**src/rtl/interp_pkg.sv**
```systemverilog
// Shared types, constants and the saturating ROM address helper for the
// interpolation LUT scheduler.
package interp_pkg;

    typedef enum logic [2:0] {
        ST_IDLE = 3'd0,
        ST_RD0  = 3'd1,
        ST_RD1  = 3'd2,
        ST_RD2  = 3'd3,
        ST_LAST = 3'd4,
        ST_CALC = 3'd5,
        ST_RESP = 3'd6
    } state_t;

    localparam logic       MODE_LIN   = 1'b0;
    localparam logic       MODE_QUAD  = 1'b1;
    localparam logic [6:0] ROM64_LAST = 7'd63;

    // Sum is formed at 7 bits so addresses near the top clamp instead of wrapping to 0.
    function automatic logic [5:0] sat_addr(input logic [5:0] base, input logic [1:0] offs);
        logic [6:0] sum;
        sum = {1'b0, base} + {5'd0, offs};
        if (sum > ROM64_LAST) begin
            return ROM64_LAST[5:0];
        end else begin
            return sum[5:0];
        end
    endfunction

endpackage

```
**src/rtl/rr_arbiter.sv**
```systemverilog
// Round-robin arbiter: the pointer holds the last grant, priority starts one
// past it, and the pointer moves only when the grant is taken.
module rr_arbiter #(
    parameter int N = 4
) (
    input  logic         clk,
    input  logic         rst_n,
    input  logic [N-1:0] req,
    input  logic         advance,
    output logic [N-1:0] grant
);

    localparam int PW = (N > 1) ? $clog2(N) : 1;

    logic [PW-1:0] r_ptr;
    logic [PW-1:0] w_ptr_nxt;

    // First requester found scanning upward from pointer+1 wins.
    always_comb begin : search
        logic          w_found;
        logic          w_hit;
        logic [PW-1:0] w_idx;
        grant   = {N{1'b0}};
        w_found = 1'b0;
        w_hit   = 1'b0;
        w_idx   = {PW{1'b0}};
        for (int k = 1; k <= N; k++) begin
            w_idx        = PW'((int'(r_ptr) + k) % N);
            w_hit        = !w_found && req[w_idx];
            grant[w_idx] = grant[w_idx] | w_hit;
            w_found      = w_found | w_hit;
        end
    end

    // Index of the current winner, used as the new pointer value.
    always_comb begin
        w_ptr_nxt = r_ptr;
        for (int i = 0; i < N; i++) begin
            w_ptr_nxt = grant[i] ? PW'(i) : w_ptr_nxt;
        end
    end

    // Pointer register; reset to N-1 so requester 0 has first priority.
    always_ff @(posedge clk) begin
        if (!rst_n) begin
            r_ptr <= PW'(N - 1);
        end else if (advance) begin
            r_ptr <= w_ptr_nxt;
        end else begin
            r_ptr <= r_ptr;
        end
    end

endmodule

```
**src/rtl/interp_lut_scheduler.sv**
```systemverilog
// Arbitrates requesters onto one synchronous coarse-sample ROM port and the
// shared linear/quadratic interpolators, returning each result with its ID.
module interp_lut_scheduler
    import interp_pkg::*;
#(
    parameter int N_REQ = 4,
    parameter int IDW   = 3
) (
    input  logic               clk,
    input  logic               rst_n,
    input  logic [N_REQ-1:0]   req_valid,
    input  logic [8*N_REQ-1:0] req_x,
    input  logic [N_REQ-1:0]   req_mode,
    output logic [N_REQ-1:0]   req_ready,
    output logic               rom_en,
    output logic [5:0]         rom_addr,
    input  logic [7:0]         rom_data,
    output logic [7:0]         y_1,
    output logic [7:0]         y_2,
    output logic [7:0]         y_3,
    output logic [1:0]         xlsb,
    input  logic [7:0]         lin_y,
    input  logic [7:0]         quad_y,
    output logic               rsp_valid,
    input  logic               rsp_ready,
    output logic [IDW-1:0]     rsp_id,
    output logic [7:0]         rsp_y,
    output logic               busy
);

    state_t           r_state;
    state_t           w_state_nxt;
    logic [N_REQ-1:0] w_grant;
    logic             w_accept;
    logic [7:0]       w_win_x;
    logic             w_win_mode;
    logic [IDW-1:0]   w_win_id;
    logic [7:0]       w_x_cur;
    logic             w_rom_en_nxt;
    logic [5:0]       w_rom_addr_nxt;

    logic [7:0]       r_x;
    logic             r_mode;
    logic [IDW-1:0]   r_gid;
    logic             r_rom_en;
    logic [5:0]       r_rom_addr;
    logic [7:0]       r_y1;
    logic [7:0]       r_y2;
    logic [7:0]       r_y3;
    logic [7:0]       r_rsp_y;
    logic [IDW-1:0]   r_rsp_id;
    logic             r_rsp_valid;
    logic             r_busy;

    assign w_accept = rst_n && (r_state == ST_IDLE) && (|req_valid);

    rr_arbiter #(.N(N_REQ)) u_arb (
        .clk     (clk),
        .rst_n   (rst_n),
        .req     (req_valid),
        .advance (w_accept),
        .grant   (w_grant)
    );

    assign req_ready = w_accept ? w_grant : {N_REQ{1'b0}};

    // Select the winning requester's x, mode and index from the one-hot grant.
    always_comb begin
        w_win_x    = 8'd0;
        w_win_mode = 1'b0;
        w_win_id   = {IDW{1'b0}};
        for (int i = 0; i < N_REQ; i++) begin
            w_win_x    = w_grant[i] ? req_x[8*i +: 8] : w_win_x;
            w_win_mode = w_grant[i] ? req_mode[i]     : w_win_mode;
            w_win_id   = w_grant[i] ? IDW'(i)         : w_win_id;
        end
    end

    // State register.
    always_ff @(posedge clk) begin
        if (!rst_n) begin
            r_state <= ST_IDLE;
        end else begin
            r_state <= w_state_nxt;
        end
    end

    // Next-state logic.
    always_comb begin
        w_state_nxt = r_state;
        case (r_state)
            ST_IDLE: w_state_nxt = (|req_valid) ? ST_RD0 : ST_IDLE;
            ST_RD0:  w_state_nxt = ST_RD1;
            ST_RD1:  w_state_nxt = ST_RD2;
            ST_RD2:  w_state_nxt = (r_mode == MODE_QUAD) ? ST_LAST : ST_CALC;
            ST_LAST: w_state_nxt = ST_CALC;
            ST_CALC: w_state_nxt = ST_RESP;
            ST_RESP: w_state_nxt = rsp_ready ? ST_IDLE : ST_RESP;
            default: w_state_nxt = ST_IDLE;
        endcase
    end

    // ROM controls are decoded from the next state so the registered port is
    // already driven in the cycle the FSM sits in RD0/RD1/RD2.
    assign w_x_cur = (r_state == ST_IDLE) ? w_win_x : r_x;

    // Output decode for the ROM port.
    always_comb begin
        w_rom_en_nxt   = 1'b0;
        w_rom_addr_nxt = 6'd0;
        case (w_state_nxt)
            ST_RD0: begin
                w_rom_en_nxt   = 1'b1;
                w_rom_addr_nxt = w_x_cur[7:2];
            end
            ST_RD1: begin
                w_rom_en_nxt   = 1'b1;
                w_rom_addr_nxt = sat_addr(r_x[7:2], 2'd1);
            end
            ST_RD2: begin
                w_rom_en_nxt   = (r_mode == MODE_QUAD);
                w_rom_addr_nxt = (r_mode == MODE_QUAD) ? sat_addr(r_x[7:2], 2'd2) : 6'd0;
            end
            default: begin
                w_rom_en_nxt   = 1'b0;
                w_rom_addr_nxt = 6'd0;
            end
        endcase
    end

    // Transaction latches, sample capture, result register and status flags.
    always_ff @(posedge clk) begin
        if (!rst_n) begin
            r_x         <= 8'd0;
            r_mode      <= 1'b0;
            r_gid       <= {IDW{1'b0}};
            r_rom_en    <= 1'b0;
            r_rom_addr  <= 6'd0;
            r_y1        <= 8'd0;
            r_y2        <= 8'd0;
            r_y3        <= 8'd0;
            r_rsp_y     <= 8'd0;
            r_rsp_id    <= {IDW{1'b0}};
            r_rsp_valid <= 1'b0;
            r_busy      <= 1'b0;
        end else begin
            r_rom_en    <= w_rom_en_nxt;
            r_rom_addr  <= w_rom_addr_nxt;
            r_rsp_valid <= (w_state_nxt == ST_RESP);
            r_busy      <= (w_state_nxt != ST_IDLE);
            if (w_accept) begin
                r_x    <= w_win_x;
                r_mode <= w_win_mode;
                r_gid  <= w_win_id;
            end
            if (r_state == ST_RD1) begin
                r_y1 <= rom_data;
            end
            if (r_state == ST_RD2) begin
                r_y2 <= rom_data;
            end
            if (r_state == ST_LAST) begin
                r_y3 <= rom_data;
            end
            if (r_state == ST_CALC) begin
                r_rsp_y  <= (r_mode == MODE_LIN) ? lin_y : quad_y;
                r_rsp_id <= r_gid;
            end
        end
    end

    assign rom_en    = r_rom_en;
    assign rom_addr  = r_rom_addr;
    assign y_1       = r_y1;
    assign y_2       = r_y2;
    assign y_3       = r_y3;
    assign xlsb      = r_x[1:0];
    assign rsp_valid = r_rsp_valid;
    assign rsp_id    = r_rsp_id;
    assign rsp_y     = r_rsp_y;
    assign busy      = r_busy;

endmodule

```
**config.mk**
```make
export PLATFORM = sky130hd
export DESIGN_NAME = interp_lut_scheduler
export DESIGN_NICKNAME = d
export VERILOG_FILES = /design/src/rtl/interp_pkg.sv /design/src/rtl/rr_arbiter.sv /design/src/rtl/interp_lut_scheduler.sv
export SDC_FILE = /design/constraint.sdc
export NUM_CORES = 1
export LEC_CHECK = 0
export CAP_MARGIN = 25
export CORE_ASPECT_RATIO = 0.9
export CORE_MARGIN = 2
export CORE_UTILIZATION = 47
export CTS_CLUSTER_SIZE = 24
export DETAILED_ROUTE_END_ITERATION = 8
export PLACE_DENSITY = 0.81
export SYNTH_ARGS = -nofsm -noshare
export SYNTH_HDL_FRONTEND = slang
export SYNTH_SLANG_ARGS = --single-unit
```
**constraint.sdc**
```tcl
create_clock -name clk -period 6.5 [get_ports clk]
set_input_delay 1.625 -clock clk [delete_from_list [all_inputs] [get_ports clk]]
set_output_delay 1.625 -clock clk [all_outputs]
set_load 0.01 [all_outputs]
```
* Word-level counts from Yosys, hierarchy flattened
Cells that the tools add are included.
Operators by class: add/sub/neg operators 6, magnitude comparators 10, equality and inequality tests 10, mux-type cells 54, bitwise operators 7, reductions and logical operators 18
Operators with widths (count):
- two-way mux 8 bit | 6
- case mux 3 bit (7 select lines) | 1
- two-way mux 1 bit | 19
- two-way mux 6 bit | 3
- case mux 6 bit (3 select lines) | 1
- binary-select mux 1 bit (select 2 bit) | 8
- greater-than comparator 7 x 6 -> 1 bit, second input constant | 2
- bitwise mux 4 bit | 3
- == test 3 x 2 -> 1 bit, second input constant | 4
- == test 3 bit, second input constant | 4
- < comparator 2 x 3 -> 1 bit, second input constant | 4
- two-way mux 2 bit | 6
- logical AND 1 bit | 9
- demux 1 bit (select 2 bit) | 4
- greater-or-equal comparator 2 x 1 -> 1 bit, second input constant | 4
- adder 6 x 1 -> 7 bit, second input constant | 1
- adder 6 x 2 -> 7 bit, second input constant | 1
- == test 3 x 1 -> 1 bit, second input constant | 2
- bitwise OR 1 bit | 6
- adder 2 x 1 -> 2 bit, second input constant | 2
- adder 2 bit, second input constant | 2
- AND 4 bit | 1
- two-way mux 4 bit | 1
- nonzero test 4 bit | 1
- other kinds (8) | 10
Word-level totals: register bits after elaboration 61, output and inout port bits 50

* Depth between registers and ports, before layout
depth after elaboration 24, gate-level depth with buffers 15

* Hierarchy
Synthesis repeated with hierarchy kept, for this count alone.
Unflattened totals: cell total of the unflattened synthesis 462, area, all modules 3673.5 um2
By module, submodules not included:
- interp_lut_scheduler | instances 1, cells each 356, area each 2842.7 um2
- rr_arbiter | instances 1, cells each 106, area each 830.8 um2

* Worst setup path before layout
No wires, ideal clock.
path type in2out, start point input port req_valid[1], end point output port req_ready[1], arrival 4.192 ns, required time 4.875 ns, slack 0.683 ns, stages 10, path buffers 2, cell sequence buf_2 mux4_2 mux2i_2 a21o_1 and3_4 o311ai_2 nor2_2 a2111oi_4 buf_6 and2_1
On the way: cells in the longest elaborated chain, start to end 17, elaborated cells between the ends (all ways) 33, classes of those cells 18 x mux; 7 x bitwise; 8 x reduce/logical
RTL lines:
- from (decl) | line interp_lut_scheduler.sv:11 | input logic [N_REQ-1:0] req_valid,
- binary-select mux 1 bit (select 2 bit) | line rr_arbiter.sv:29 | w_hit = !w_found && req[w_idx];
- two-way mux 1 bit (not written as such) | line rr_arbiter.sv:29
- bitwise OR 1 bit | line rr_arbiter.sv:30 | grant[w_idx] = grant[w_idx] | w_hit;
- AND 4 bit (no line)
- binary-select mux 1 bit (select 2 bit) | line rr_arbiter.sv:30
- two-way mux 1 bit (not written as such) | line rr_arbiter.sv:30
- bitwise OR 1 bit | line rr_arbiter.sv:30
- bitwise mux 4 bit | line rr_arbiter.sv:30
- binary-select mux 1 bit (select 2 bit) | line rr_arbiter.sv:30
- two-way mux 1 bit (not written as such) | line rr_arbiter.sv:30
- bitwise OR 1 bit | line rr_arbiter.sv:30
- bitwise mux 4 bit | line rr_arbiter.sv:30
- binary-select mux 1 bit (select 2 bit) | line rr_arbiter.sv:30
- two-way mux 1 bit (not written as such) | line rr_arbiter.sv:30
- bitwise OR 1 bit | line rr_arbiter.sv:30
- bitwise mux 4 bit | line rr_arbiter.sv:30
- two-way mux 4 bit (*) | line interp_lut_scheduler.sv:65 | assign req_ready = w_accept ? w_grant : {N_REQ{1'b0}};
- to (decl) | line interp_lut_scheduler.sv:14 | output logic [N_REQ-1:0] req_ready,
Every way passes the cells marked *; elsewhere a longest branch is shown, timed or not. The select of a mux whose other input is x is not followed.

* Worst setup path in the final report
start point input port req_valid[0], end point output port req_ready[3]
Same word-level chain as after synthesis.

==> impl_metrics.tcl <==
set metrics [dict create \
    synth_seq_area_share 0.3184 \
    maxCapViolCount 0 \
    crit_type "in -> out" \
    worst-path-max-fanout 7 \
    grt_busiest_layer "met2" \
    grt_pass1_vias 3626 \
    power.density_nw_per_um2 378.8 \
    layout_setup_ws_ns 0.05920 \
    power.share.combinational 0.587 \
    synth-seq-cells 59 \
    timing.setup.tns_ns 0 \
    nNetsFinal 635 \
    status "complete, no violations" \
    worst_clock_skew_ns 0.01124 \
    hold_viol_final 0 \
    grt_max_degree 53 \
    port_buffers 115 \
    use_met1 0.3118 \
    drtPass1Iterations 5 \
    synth-edff-count 0 \
    rsz0062_at_grt "true" \
    path_clk_slew_ns 0.08 \
    slowest_delay_ns 0.55 \
    reg2regPathDepth 13 \
    clock_power_share 0.174 \
    power_switching_share 0.4503 \
    ys_warn_count 0 \
    drt_iter0_drc 282 \
    hpwl_um 8205 \
    place_ws_ns 0.08074 \
    grt_antenna_before_repair 0 \
    startpoint "req_valid[0]" \
    via_count 3822 \
    cts_htree_levels 3 \
    vias_per_cell 5.791 \
    ctsHoldBuffers 0 \
    timing.rr.start "u_arb.r_ptr[1]" \
    hp-class "reg -> reg" \
    crit_slowest_cell "clkdlybuf4s50_1" \
    cp-endpoint "req_ready[3]" \
    drv_slew 0 \
    cts.sinks 59 \
    ys.flop_type "dfxtp_1" \
    cts_buffers 9 \
    globalplace.congestion 0.8992 \
    tritoncts "built" \
    routedWlPerCell_um 16.84 \
    use_met3 0.06872 \
    final_layout_size_suffix_gt1_frac 0.1170 \
    tightest_slew_ns 0.7431 \
    drt_wl_total_um 11120 \
    async_flop_share 0 \
    synth.avg_cell_area_um2 8.262 \
    ant_nets 0 \
    diodes 0 \
    synth.cell_area_um2 3710 \
    grt_overflow 0 \
    reg2reg_slack_ns 2.44 \
    arrival_ns 4.82 \
    cts_setup_buffers 0 \
    max-slew-margin-rel 0.5000 \
    clock.fmax_mhz 155.3 \
    die_w_um 97.65 \
    grt.total_usage 0.2474 \
    grt_pass1_wl_um 17180 \
    row_count 30 \
    leakage_nw 1.959 \
    cp-end-kind "output port" \
    syn_inst 449 \
    worstSkewPairLatency_ns 0.35 \
    cp_cell_sequence "clkdlybuf4s50_1 > mux4_2 > buf_4 > mux2_2 > a311oi_2 > and2_1 > o311ai_2 > o221ai_4 > o21a_1 > nor2_1 > clkdlybuf4s50_1" \
    syn_nets 525 \
    synth_cell_types 68 \
    fin_crit_sh 0.9909 \
    start_kind "input port" \
    die_area_um2 8621 \
    p_seq_frac 0.239 \
    io_pins 117 \
    cpMostUsedCell "clkdlybuf4s50_1" \
    final_util 0.6833 \
    cts-root-buf "clkbuf_8" \
    die_y_um 88.29 \
    max-vdd-ir-drop_v 0.0002006 \
    start_util 0.4893 \
    core_um2 7582 \
    reg2reg_to "rom_addr[4]" \
    syn_to_final_growth_pct 39.66 \
    met2_usage 0.4119 \
    switchingPower_mw 0.8838 \
    cp_data_required_time_ns 4.88 \
    setup_violations 0 \
    finalCriticalPeriod_ns 6.441 \
    intPower_mw 1.079 \
    drc 0 \
    cts.path.max_buffers 2 \
]
## per-layer routing
metal / vias up / wire length (um)
met2: 140 / 5374
met1: 1839 / 4708
met3: 12 / 878
met4: 0 / 155
li1: 1831 / -
met5: - / 0
## final cells by class
class	count	area, um2
timing repair buffer	133	1289
fill	591	2401
tap	96	120.1
clock buffer	9	123.9
inverter	13	48.80
clock inverter	7	76.32
sequential	59	1181
multi-input combinational	343	2342
## cells in the final DEF (no fill, tap or decap), types with 13 or more instances in the layout
cell,count
a21boi_0,19
a21oi_1,24
buf_4,18
clkdlybuf4s50_1,114
dfxtp_1,59
mux2i_1,19
nand2_1,80
nand3_1,14
nor2_1,29
nor2b_1,13
o21ai_0,15
## cells in the mapped netlist (6+ instances only)
library cell / n / area, um2
inv_1: 12 / 45.04
mux2i_1: 19 / 190.2
o21ai_0: 15 / 75.07
a21oi_1: 25 / 125.1
nor3_1: 6 / 30.03
nor2_1: 29 / 108.9
a221oi_2: 7 / 105.1
clkbuf_1: 24 / 90.09
o21ai_1: 6 / 30.03
nand2_1: 80 / 300.3
o211a_1: 8 / 80.08
ha_1: 9 / 112.6
dfxtp_1: 59 / 1181
a21boi_0: 19 / 142.6
nor2b_1: 13 / 81.33
nand3_1: 14 / 70.07
## logic make-up (layout without fill, tap and decap cells)
family / after synthesis / in the layout / share of synthesized area
AOI/OAI and AO/OA: 132 / 132 / 0.2921
adders and majority gates: 9 / 9 / 0.03035
DFF: 59 / 59 / 0.3184
and+or+nand+nor: 173 / 173 / 0.2172
buffers and inverters: 47 / 162 / 0.05531
xor gates and xnor gates: 4 / 4 / 0.009445
other: 1 / 1 / 0.001011
muxes: 24 / 24 / 0.07622
## registers in the layout, summed over array words and instances, names as in the netlist, 2 cells and up
| signal | cells |
|---|---|
| rsp_id | 2 |
| r_gid | 2 |
| rsp_y | 8 |
| rom_addr | 6 |
| r_state | 3 |
| y_2 | 8 |
| r_x | 8 |
| y_3 | 8 |
| y_1 | 8 |
| u_arb.r_ptr | 2 |
## worst max-delay path, delay by kind of cell
family	cells	cell delay [ns]
simple gates	2	0.31
buf+inv	3	1.24
compound gates	4	0.84
mux	2	0.79
## how the worst min path moves through the flow
stage                     startpoint  endpoint  slack, ns  cells past startpoint
final                         y_3[3]    y_3[3]       0.47                      2
after global routing          y_3[4]    y_3[4]       0.49                      2
after CTS                     y_3[3]    y_3[3]       0.47                      2
after detailed placement      y_2[1]    y_2[1]       0.46                      2
after global placement        y_2[1]    y_2[1]       0.45                      2
after floorplan             r_gid[1]  r_gid[1]       0.44                      2
## what timing repair did
item                       in CTS  in global routing
gates resized for setup         0                  4
setup endpoints to repair       0                  2
hold endpoints to repair        0                  0
## per-stage QoR
step / hold WS, ns / cell area [um2] / power, mW / std cells
finish: 0.4663 / 5181 / 1.963 / 660
CTS: 0.4703 / 5160 / 1.939 / 660
global route: 0.4862 / 5181 / 2.078 / 660
floorplan: 0.4431 / 3710 / 1.254 / 449
detailed placement: 0.4587 / 4960 / 1.597 / 644
global placement: 0.4487 / 4960 / 1.590 / 644
## power by group through the flow
stage	Combinational, mW	Sequential [mW]	Clock (mW)
final	1.15	0.469	0.342
after global routing	1.24	0.477	0.360
after CTS	1.12	0.468	0.346
after detailed placement	1.12	0.477	0
after global placement	1.12	0.475	0
after floorplan	0.792	0.462	0
Power figures use the tool's default switching activity.
